<file path="src/rtl/seq_restoring_div.sv">
// Sequential unsigned restoring divider. It produces one quotient bit per clock and
// uses a start/done handshake to sit beside the accumulator ALU.
// Each iteration builds the trial difference with the conditional-subtract datapath:
// the divisor is inverted and added with a carry-in of 1. The carry-out is the
// "no borrow" flag.
module seq_restoring_div #(
    parameter int unsigned WIDTH = 8
) (
    input  logic             clk,
    input  logic             rst_n,
    input  logic             start,
    input  logic [WIDTH-1:0] dividend,
    input  logic [WIDTH-1:0] divisor,
    output logic             busy,
    output logic             done,
    output logic [WIDTH-1:0] quotient,
    output logic [WIDTH-1:0] remainder,
    output logic             div_by_zero
);

    localparam int unsigned CW = $clog2(WIDTH + 1);

    typedef enum logic [1:0] {
        StIdle,
        StRun,
        StDone
    } state_e;

    state_e state_q, state_d;

    // Working registers: q_q shifts the dividend out and the quotient in.
    logic [WIDTH-1:0] q_q, q_d;
    logic [WIDTH-1:0] d_q, d_d;
    logic [WIDTH-1:0] r_q, r_d;
    logic [CW-1:0]    cnt_q, cnt_d;
    // zero_q marks the single pass through StRun taken for a zero divisor.
    // No iteration happens during that pass, so busy stays low.
    logic             zero_q, zero_d;

    // Result registers. They hold until a new result overwrites them.
    logic [WIDTH-1:0] quot_q, quot_d;
    logic [WIDTH-1:0] rem_q, rem_d;
    logic             dz_q, dz_d;

    // Datapath signals.
    logic [WIDTH:0]   shifted;
    logic [WIDTH:0]   sub_b;
    logic [WIDTH:0]   diff;
    logic             no_borrow;
    logic [WIDTH-1:0] r_next;
    logic [WIDTH-1:0] q_next;
    logic             unused_diff_msb;
    logic             accept;

    // Trial subtract. The shifted partial remainder is WIDTH+1 bits wide, so the bit
    // shifted out of R is kept. The result is shifted - D.
    always_comb begin
        shifted         = {r_q, q_q[WIDTH-1]};
        sub_b           = ~{1'b0, d_q};
        {no_borrow, diff} = {1'b0, shifted} + {1'b0, sub_b} + {{(WIDTH + 1){1'b0}}, 1'b1};
        // When no borrow occurs, diff < D and fits in WIDTH bits, so its MSB is always 0.
        unused_diff_msb = diff[WIDTH];
        r_next          = no_borrow ? diff[WIDTH-1:0] : shifted[WIDTH-1:0];
        q_next          = {q_q[WIDTH-2:0], no_borrow};
    end

    assign accept = start && ((state_q == StIdle) || (state_q == StDone));

    // Next-state logic: start acceptance, iteration and result write-back.
    always_comb begin
        state_d = state_q;
        q_d     = q_q;
        d_d     = d_q;
        r_d     = r_q;
        cnt_d   = cnt_q;
        zero_d  = zero_q;
        quot_d  = quot_q;
        rem_d   = rem_q;
        dz_d    = dz_q;

        case (state_q)
            StIdle, StDone: begin
                state_d = StIdle;
                if (accept) begin
                    q_d     = dividend;
                    d_d     = divisor;
                    r_d     = '0;
                    cnt_d   = '0;
                    zero_d  = (divisor == '0);
                    state_d = StRun;
                end
            end
            StRun: begin
                if (zero_q) begin
                    // Divide by zero: all-ones quotient, dividend returned as remainder.
                    state_d = StDone;
                    zero_d  = 1'b0;
                    quot_d  = '1;
                    rem_d   = q_q;
                    dz_d    = 1'b1;
                end else begin
                    q_d   = q_next;
                    r_d   = r_next;
                    cnt_d = cnt_q + CW'(1);
                    if (cnt_q == CW'(WIDTH - 1)) begin
                        state_d = StDone;
                        quot_d  = q_next;
                        rem_d   = r_next;
                        dz_d    = 1'b0;
                    end
                end
            end
            default: state_d = StIdle;
        endcase
    end

    // State and datapath registers. Reset abandons any operation in flight.
    always_ff @(posedge clk) begin
        if (!rst_n) begin
            state_q <= StIdle;
            q_q     <= '0;
            d_q     <= '0;
            r_q     <= '0;
            cnt_q   <= '0;
            zero_q  <= 1'b0;
            quot_q  <= '0;
            rem_q   <= '0;
            dz_q    <= 1'b0;
        end else begin
            state_q <= state_d;
            q_q     <= q_d;
            d_q     <= d_d;
            r_q     <= r_d;
            cnt_q   <= cnt_d;
            zero_q  <= zero_d;
            quot_q  <= quot_d;
            rem_q   <= rem_d;
            dz_q    <= dz_d;
        end
    end

    // Outputs. done is only high in StDone and busy only in StRun, so they never overlap.
    always_comb begin
        busy        = (state_q == StRun) && !zero_q;
        done        = (state_q == StDone);
        quotient    = quot_q;
        remainder   = rem_q;
        div_by_zero = dz_q;
    end

endmodule
</file>
<file path="config.mk">
export PLATFORM = sky130hd
export DESIGN_NAME = seq_restoring_div
export DESIGN_NICKNAME = d
export VERILOG_FILES = /design/src/rtl/seq_restoring_div.sv
export SDC_FILE = /design/constraint.sdc
export NUM_CORES = 1
export LEC_CHECK = 0
export BUFFER_PORTS_ARGS = -buffer_cell sky130_fd_sc_hd__buf_2
export CAP_MARGIN = 20
export CELL_PAD_IN_SITES_DETAIL_PLACEMENT = 0
export CELL_PAD_IN_SITES_GLOBAL_PLACEMENT = 1
export CORE_ASPECT_RATIO = 0.8
export CORE_MARGIN = 4
export CORE_UTILIZATION = 37
export CTS_CLUSTER_SIZE = 28
export DETAILED_ROUTE_END_ITERATION = 8
export MAX_ROUTING_LAYER = met4
export PLACE_DENSITY_LB_ADDON = 0.15
export SYNTH_ARGS = -nofsm -noshare
export SYNTH_HDL_FRONTEND = slang
export SYNTH_SLANG_ARGS = --single-unit
</file>
<file path="constraint.sdc">
create_clock -name clk -period 2 [get_ports clk]
set_input_delay 0.2 -clock clk [delete_from_list [all_inputs] [get_ports clk]]
set_output_delay 0.2 -clock clk [all_outputs]
set_load 0.01 [all_outputs]
</file>
==> impl_metrics.ini, run 1 <==
[route]
ant_nets = 0
drt-total-wl_mm = 6.04
vias_per_cell = 4.99
vias = 2106
wl_per_cell_um = 14.3
drt-initial-drc-count = 52
first_pass_iters = 4
drc = 0

[power_and_ir_drop]
p_leak_nw = 1.24
pwr-share-seq_pct = 42.7
switching_power_w = 0.000716
power_frac_clock_pct = 28.6
combPwrFrac_pct = 28.7
powerDensity_mw_per_mm2 = 822
switching_share_pct = 29.4
vdd_drop_max_mv = 0.313
p_int_w = 0.00172
power_w = 0.00244

[sta]
max_slew_margin_pct = 70.2
setup_viol = 6
worst_pin_slew_ns = 0.445
fin_crit_sh_pct = 104
finalWorstSetupSlack_ns = -0.0887
clock_skew_ns = 0.00326
finalSetupTns_ns = -0.172
timing.hold.ws_ns = 0.142
drv_slew = 0
rsz0062_at_grt = yes
timing.final.crit_period_ns = 2.09
finalHoldViolations = 0
fmax_mhz = 479

[synthesis]
synth_seq_cells = 48
synthSimpleGateAreaFrac_pct = 23.1
synth_top_area_share_pct = 42.2
ys_seq_area_share_pct = 42.2
synth_edf_count = 0
syn_avg_cell_area_um2 = 8.14
synth_mux_area_share_pct = 2.91
yosysTopAreaCell = dfxtp_1
synthAdderAreaFrac_pct = 5.82
synth_top_family_by_area = simple AND/OR/NAND/NOR gates
synth_xor_area_share_pct = 2.69
synthArstFlopShare_pct = 0
yosysUniqueCellTypes = 45
synth_warnings = 0
synthCells = 280
syn_area_mm2 = 0.00228
ys.flop_type = dfxtp_1
synth_compound_area_share_pct = 19.2
synth_nets = 309
synthTopCellsByArea = dfxtp_1 (42%), nand2_1 (8.2%), a21oi_1 (5.5%)

[clocking]
insertion_delay_ns = 0.30
cts_tree = built
clk_pin_slew_worst_paths_ns = 0.09
cts_root_buf = clkbuf_8
cts-htree-levels = 2
ctsHoldBuffers = 0
numCtsBuffers = 5
clk_path_buf_depth = 2
clock-sinks = 48

[final_layout]
layout_common_cells = nand2_1 (50), dfxtp_1 (45), buf_2 (37)
layout-drive-gt1-share_pct = 29.6
fillers = 610
synthToLayoutAreaGrowth_pct = 30.0
final_common_cell = nand2_1
final_net_count = 369
final_core_util_pct = 49.9
diodes = 0

[floorplan]
core_area_mm2 = 0.00594
core.rowCount = 25
die-area_mm2 = 0.00749
die_width_um = 95.8
die_height_um = 78.2
start_util_pct = 38.4
ioPinCount = 38

[global_routing]
grt_pass1_vias = 1984
antenna_found_initial = 0
grt_pass1_wl_mm = 10.0
grt_use_total_pct = 17.7
grt_max_degree = 34
grt.overflow.total = 0

[critical_path]
path_class = reg -> reg
rrSetupSlack_ns = -0.09
critPathRequiredTime_ns = 2.20
critPathLaunchType = flip-flop
cp_data_arrival_time_ns = 2.29
critPathMaxFanout = 6
cp-end-kind = flip-flop

[run_status]
violations = setup timing
status = finished, violations left

[placed_design]
hpwl_mm = 4.40
gp_congestion = 0.765
io_buffers = 37

[min_path]
holdCritPathClass = in -> reg

[run]
drv_cap = 0
-- layer usage --
metal  vias to the layer above  GRT usage (%)  share of wire [%]
li1                       1099              -                  -
met1                       973           25.5                 52
met2                        29           24.8                 43
met3                         5           3.83                3.9
met4                         0           4.69               0.86
met5                         -              -                  0
-- path summary, 6_finish.rpt --
check | start | depth (start not counted) | to
worst max-delay path | d_q[1]$_SDFFE_PN0P_ | 8 | r_q[2]$_SDFFE_PN0P_
worst min-delay path | divisor[7] | 3 | d_q[7]$_SDFFE_PN0P_
worst max register to register | d_q[1]$_SDFFE_PN0P_ | 8 | r_q[2]$_SDFFE_PN0P_
worst min register to register | d_q[3]$_SDFFE_PN0P_ | 2 | d_q[3]$_SDFFE_PN0P_
-- registers in the layout, indices dropped and copies added (netlist names) --
signal	flops
d_q	8
cnt_q	4
div_by_zero	1
zero_q	1
quotient	8
state_q	2
r_q	8
remainder	8
q_q	8
-- power by group through the flow --
stage	Clock (W)	Sequential (W)	Combinational (W)
finish	0.000696	0.00104	0.000699
CTS	0.000723	0.00104	0.000587
global route	0.000760	0.00105	0.000765
global placement	0	0.00106	0.000544
floorplan	0	0.00105	0.000366
detailed placement	0	0.00106	0.000547
-- Yosys cell counts, types with 2 or more instances --
cell / number
a31oi_1: 3
ha_1: 9
nor2_2: 2
a211oi_1: 3
o221ai_1: 4
nor2b_1: 3
dfxtp_1: 48
mux2i_1: 4
o22ai_1: 2
nand2_1: 50
nand4_1: 2
nand3_1: 3
nor3_1: 18
nand2b_1: 2
o21ai_1: 2
nor2_1: 29
inv_1: 9
a21oi_1: 25
xnor2_1: 2
a311oi_1: 7
clkbuf_1: 14
o21ai_0: 10
a21o_1: 2
and3_1: 2
xor2_1: 5
-- worst max-delay path, cell delays in order (launching register included) --
cell and delay [ns]:
dfxtp_2 0.34, inv_2 0.05, ha_4 0.25, or2b_1 0.27, a211oi_4 0.28, o31ai_4 0.12
nand2_4 0.13, mux2_4 0.32, a32o_2 0.23
-- cell type report --
class	count	area (um2)	area share, %
Clock buffer	6	72.6	2.45
Clock inverter	2	35.0	1.18
Inverter	10	37.5	1.27
Multi-Input combinational cell	207	1330	44.8
Sequential cell	48	965	32.6
Tap cell	81	101	3.42
Timing Repair Buffer	68	425	14.4
-- stage by stage --
stage          instances  setup WS, ns  cell area (um2)
2_1_floorplan        280       -0.0366             2280
3_3_place_gp         408        -0.108             2700
3_5_place_dp         408        -0.141             2700
4_1_cts              419       -0.0713             2860
5_1_grt              422        -0.150             2960
6_report             422       -0.0887             2960
-- cells by family after synthesis --
kind of cell,after synthesis
AO/OA/AOI/OAI,66
XOR/XNOR,7
adder cells (fa/ha/maj),10
buffers and inverters,25
flip-flops,48
multiplexers,6
AND/OR/NAND/NOR,118
-- repair_timing --
item,CTS,global route
pin swaps,5,10
cloned,0,0
endpoints found under the hold margin,0,0
buffers inserted,3,3
resized for setup,5,24
endpoints found under the setup margin,14,16
(Power assumes the default switching activity.)
==> run 2: changes to the inputs <==
- CORE_ASPECT_RATIO: 0.8 -> not set
==> run 2 against run 1 <==
- the flow still finishes with violations (setup timing)
- non-clock buffer count shrank 2
- sequential power is essentially flat
- worst setup slack gained 0.017 ns
- highest routed layer unchanged
==> impl_metrics.ini, run 2 (same netlist as run 1, synthesis figures left out) <==
[placed_design]
dp_slack_ns = -0.142
gp_congestion = 0.799
io_buffers = 37
dp.cells = 401
hpwl_mm = 4.37

[floorplan]
start_util_pct = 38.3
die_width_um = 86.5
core_area_mm2 = 0.00596
die_height_um = 86.5
ioPinCount = 38
die-area_mm2 = 0.00748
core.rowCount = 28

[critical_path]
critPathMaxFanout = 6
critPathLaunchType = flip-flop
slowest_stage = dfxtp_2
critPathRequiredTime_ns = 2.20
rr_endpoint = r_q[2]$_SDFFE_PN0P_
rrSetupSlack_ns = -0.07
r2r_cells = 8
r2r-start = d_q[1]$_SDFFE_PN0P_
path_class = reg -> reg
cp_data_arrival_time_ns = 2.28
path_cells = inv_2 -> ha_4 -> or2b_1 -> a211oi_4 -> o31ai_4 -> nand2_4 -> mux2_4 -> a32o_2
critPathMaxStageDelay_ns = 0.34
cp-end-kind = flip-flop

[sta]
max_slew_margin_pct = 69.8
finalSetupTns_ns = -0.114
clock_skew_ns = 0.00596
setup_viol = 3
rsz0062_at_grt = yes
drv_slew = 0
timing.final.crit_period_ns = 2.07
fmax_mhz = 483
timing.hold.ws_ns = 0.136
fin_crit_sh_pct = 104
finalWorstSetupSlack_ns = -0.0722
finalHoldViolations = 0
worst_pin_slew_ns = 0.451

[power_and_ir_drop]
p_leak_nw = 1.22
power_w = 0.00232
powerDensity_mw_per_mm2 = 790
vdd_drop_max_mv = 0.272

[final_layout]
layout-drive-gt1-share_pct = 29.0
finalNonFillerCells = 413
layout_common_cells = nand2_1 (50), dfxtp_1 (44), buf_2 (37)
final_common_cell = nand2_1
synthToLayoutAreaGrowth_pct = 28.5
fillers = 615
multi_input_area_mm2 = 0.00134
ff_latch_area_um2 = 966
diodes = 0
final_net_count = 367

[route]
drt-total-wl_mm = 6.12
drt-initial-drc-count = 88
drc = 0
vias = 2121
first_pass_iters = 4
vias_per_cell = 5.14
ant_nets = 0
wl_per_cell_um = 14.8

[min_path]
min_delay_worst_endpoint = d_q[0]$_SDFFE_PN0P_
holdCritPathClass = in -> reg
hold_depth = 3
hp-start = divisor[0]

[run_status]
status = finished, violations left
violations = setup timing

[global_routing]
grt_use_total_pct = 17.7
grt.overflow.total = 0
grt_pass1_wl_mm = 10.2
grt_pass1_vias = 2087
grt_max_degree = 20
antenna_found_initial = 0

[run]
drv_cap = 0

[clocking]
ctsHoldBuffers = 0
insertion_delay_ns = 0.31
clk_pin_slew_worst_paths_ns = 0.09
cts-htree-levels = 2
numCtsBuffers = 5
cts_root_buf = clkbuf_8
clk_path_buf_depth = 2
cts_tree = built
clock-sinks = 48
run 2: report_power, final:
part / internal (W) / total, W / switching (W) / leakage, nW
Sequential: 0.00100 / 0.00104 / 0.0000428 / 0.392
Combinational: 0.000342 / 0.000696 / 0.000354 / 0.784
Clock: 0.000238 / 0.000576 / 0.000339 / 0.0400
run 2: through the flow:
step | cell area (um2) | utilization, %
2_1_floorplan | 2280 | -
4_1_cts | 2810 | 47.2
6_report | 2930 | 49.2
3_3_place_gp | 2680 | 45.0
5_1_grt | 2930 | 49.2
3_5_place_dp | 2680 | 45.0
run 2: timing repair:
action                     4_1_cts  5_1_grt
setup endpoints to repair       11       15
setup buffers                    2        3
pin swaps                        7       11
gates cloned                     0        0
gates resized for setup          5       24
run 2: critical path, delay by kind of cell (launching register included):
| family | cells | cell delay (ns) |
|---|---|---|
| buffers and inverters | 1 | 0.05 |
| muxes | 1 | 0.31 |
| DFF | 1 | 0.34 |
| adders and majority gates | 1 | 0.25 |
| AOI/OAI and AO/OA | 3 | 0.63 |
| and+or+nand+nor | 2 | 0.39 |
run 2: worst max path at each step:
stage,start,endpoint,slack [ns],cells past startpoint
6_report,d_q[1]$_SDFFE_PN0P_,r_q[2]$_SDFFE_PN0P_,-0.07,8
3_3_place_gp,q_q[7]$_SDFFE_PN0P_,r_q[6]$_SDFFE_PN0P_,-0.09,10
4_1_cts,d_q[1]$_SDFFE_PN0P_,r_q[2]$_SDFFE_PN0P_,-0.05,8
2_1_floorplan,d_q[1]$_SDFFE_PN0P_,r_q[2]$_SDFFE_PN0P_,-0.04,8
5_1_grt,q_q[7]$_SDFFE_PN0P_,r_q[6]$_SDFFE_PN0P_,-0.19,10
3_5_place_dp,q_q[7]$_SDFFE_PN0P_,r_q[6]$_SDFFE_PN0P_,-0.14,10
run 2: per-layer routing:
metal / routed length [um] / part of all wire, % / GRT usage (%)
met4: 82 / 1.3 / 5.95
met1: 3010 / 49 / 24.0
met2: 2790 / 46 / 26.8
met5: 0 / 0 / -
met3: 233 / 3.8 / 3.23
run 2: area by class of cell:
| type | count | share of cell area [%] |
|---|---|---|
| multi-input cells | 207 | 45.8 |
| inverters | 10 | 1.28 |
| well taps | 75 | 3.20 |
| clock buffers | 5 | 2.35 |
| flip-flops and latches | 48 | 33.0 |
| clock inverters | 2 | 0.427 |
| repair buffers | 66 | 14.0 |
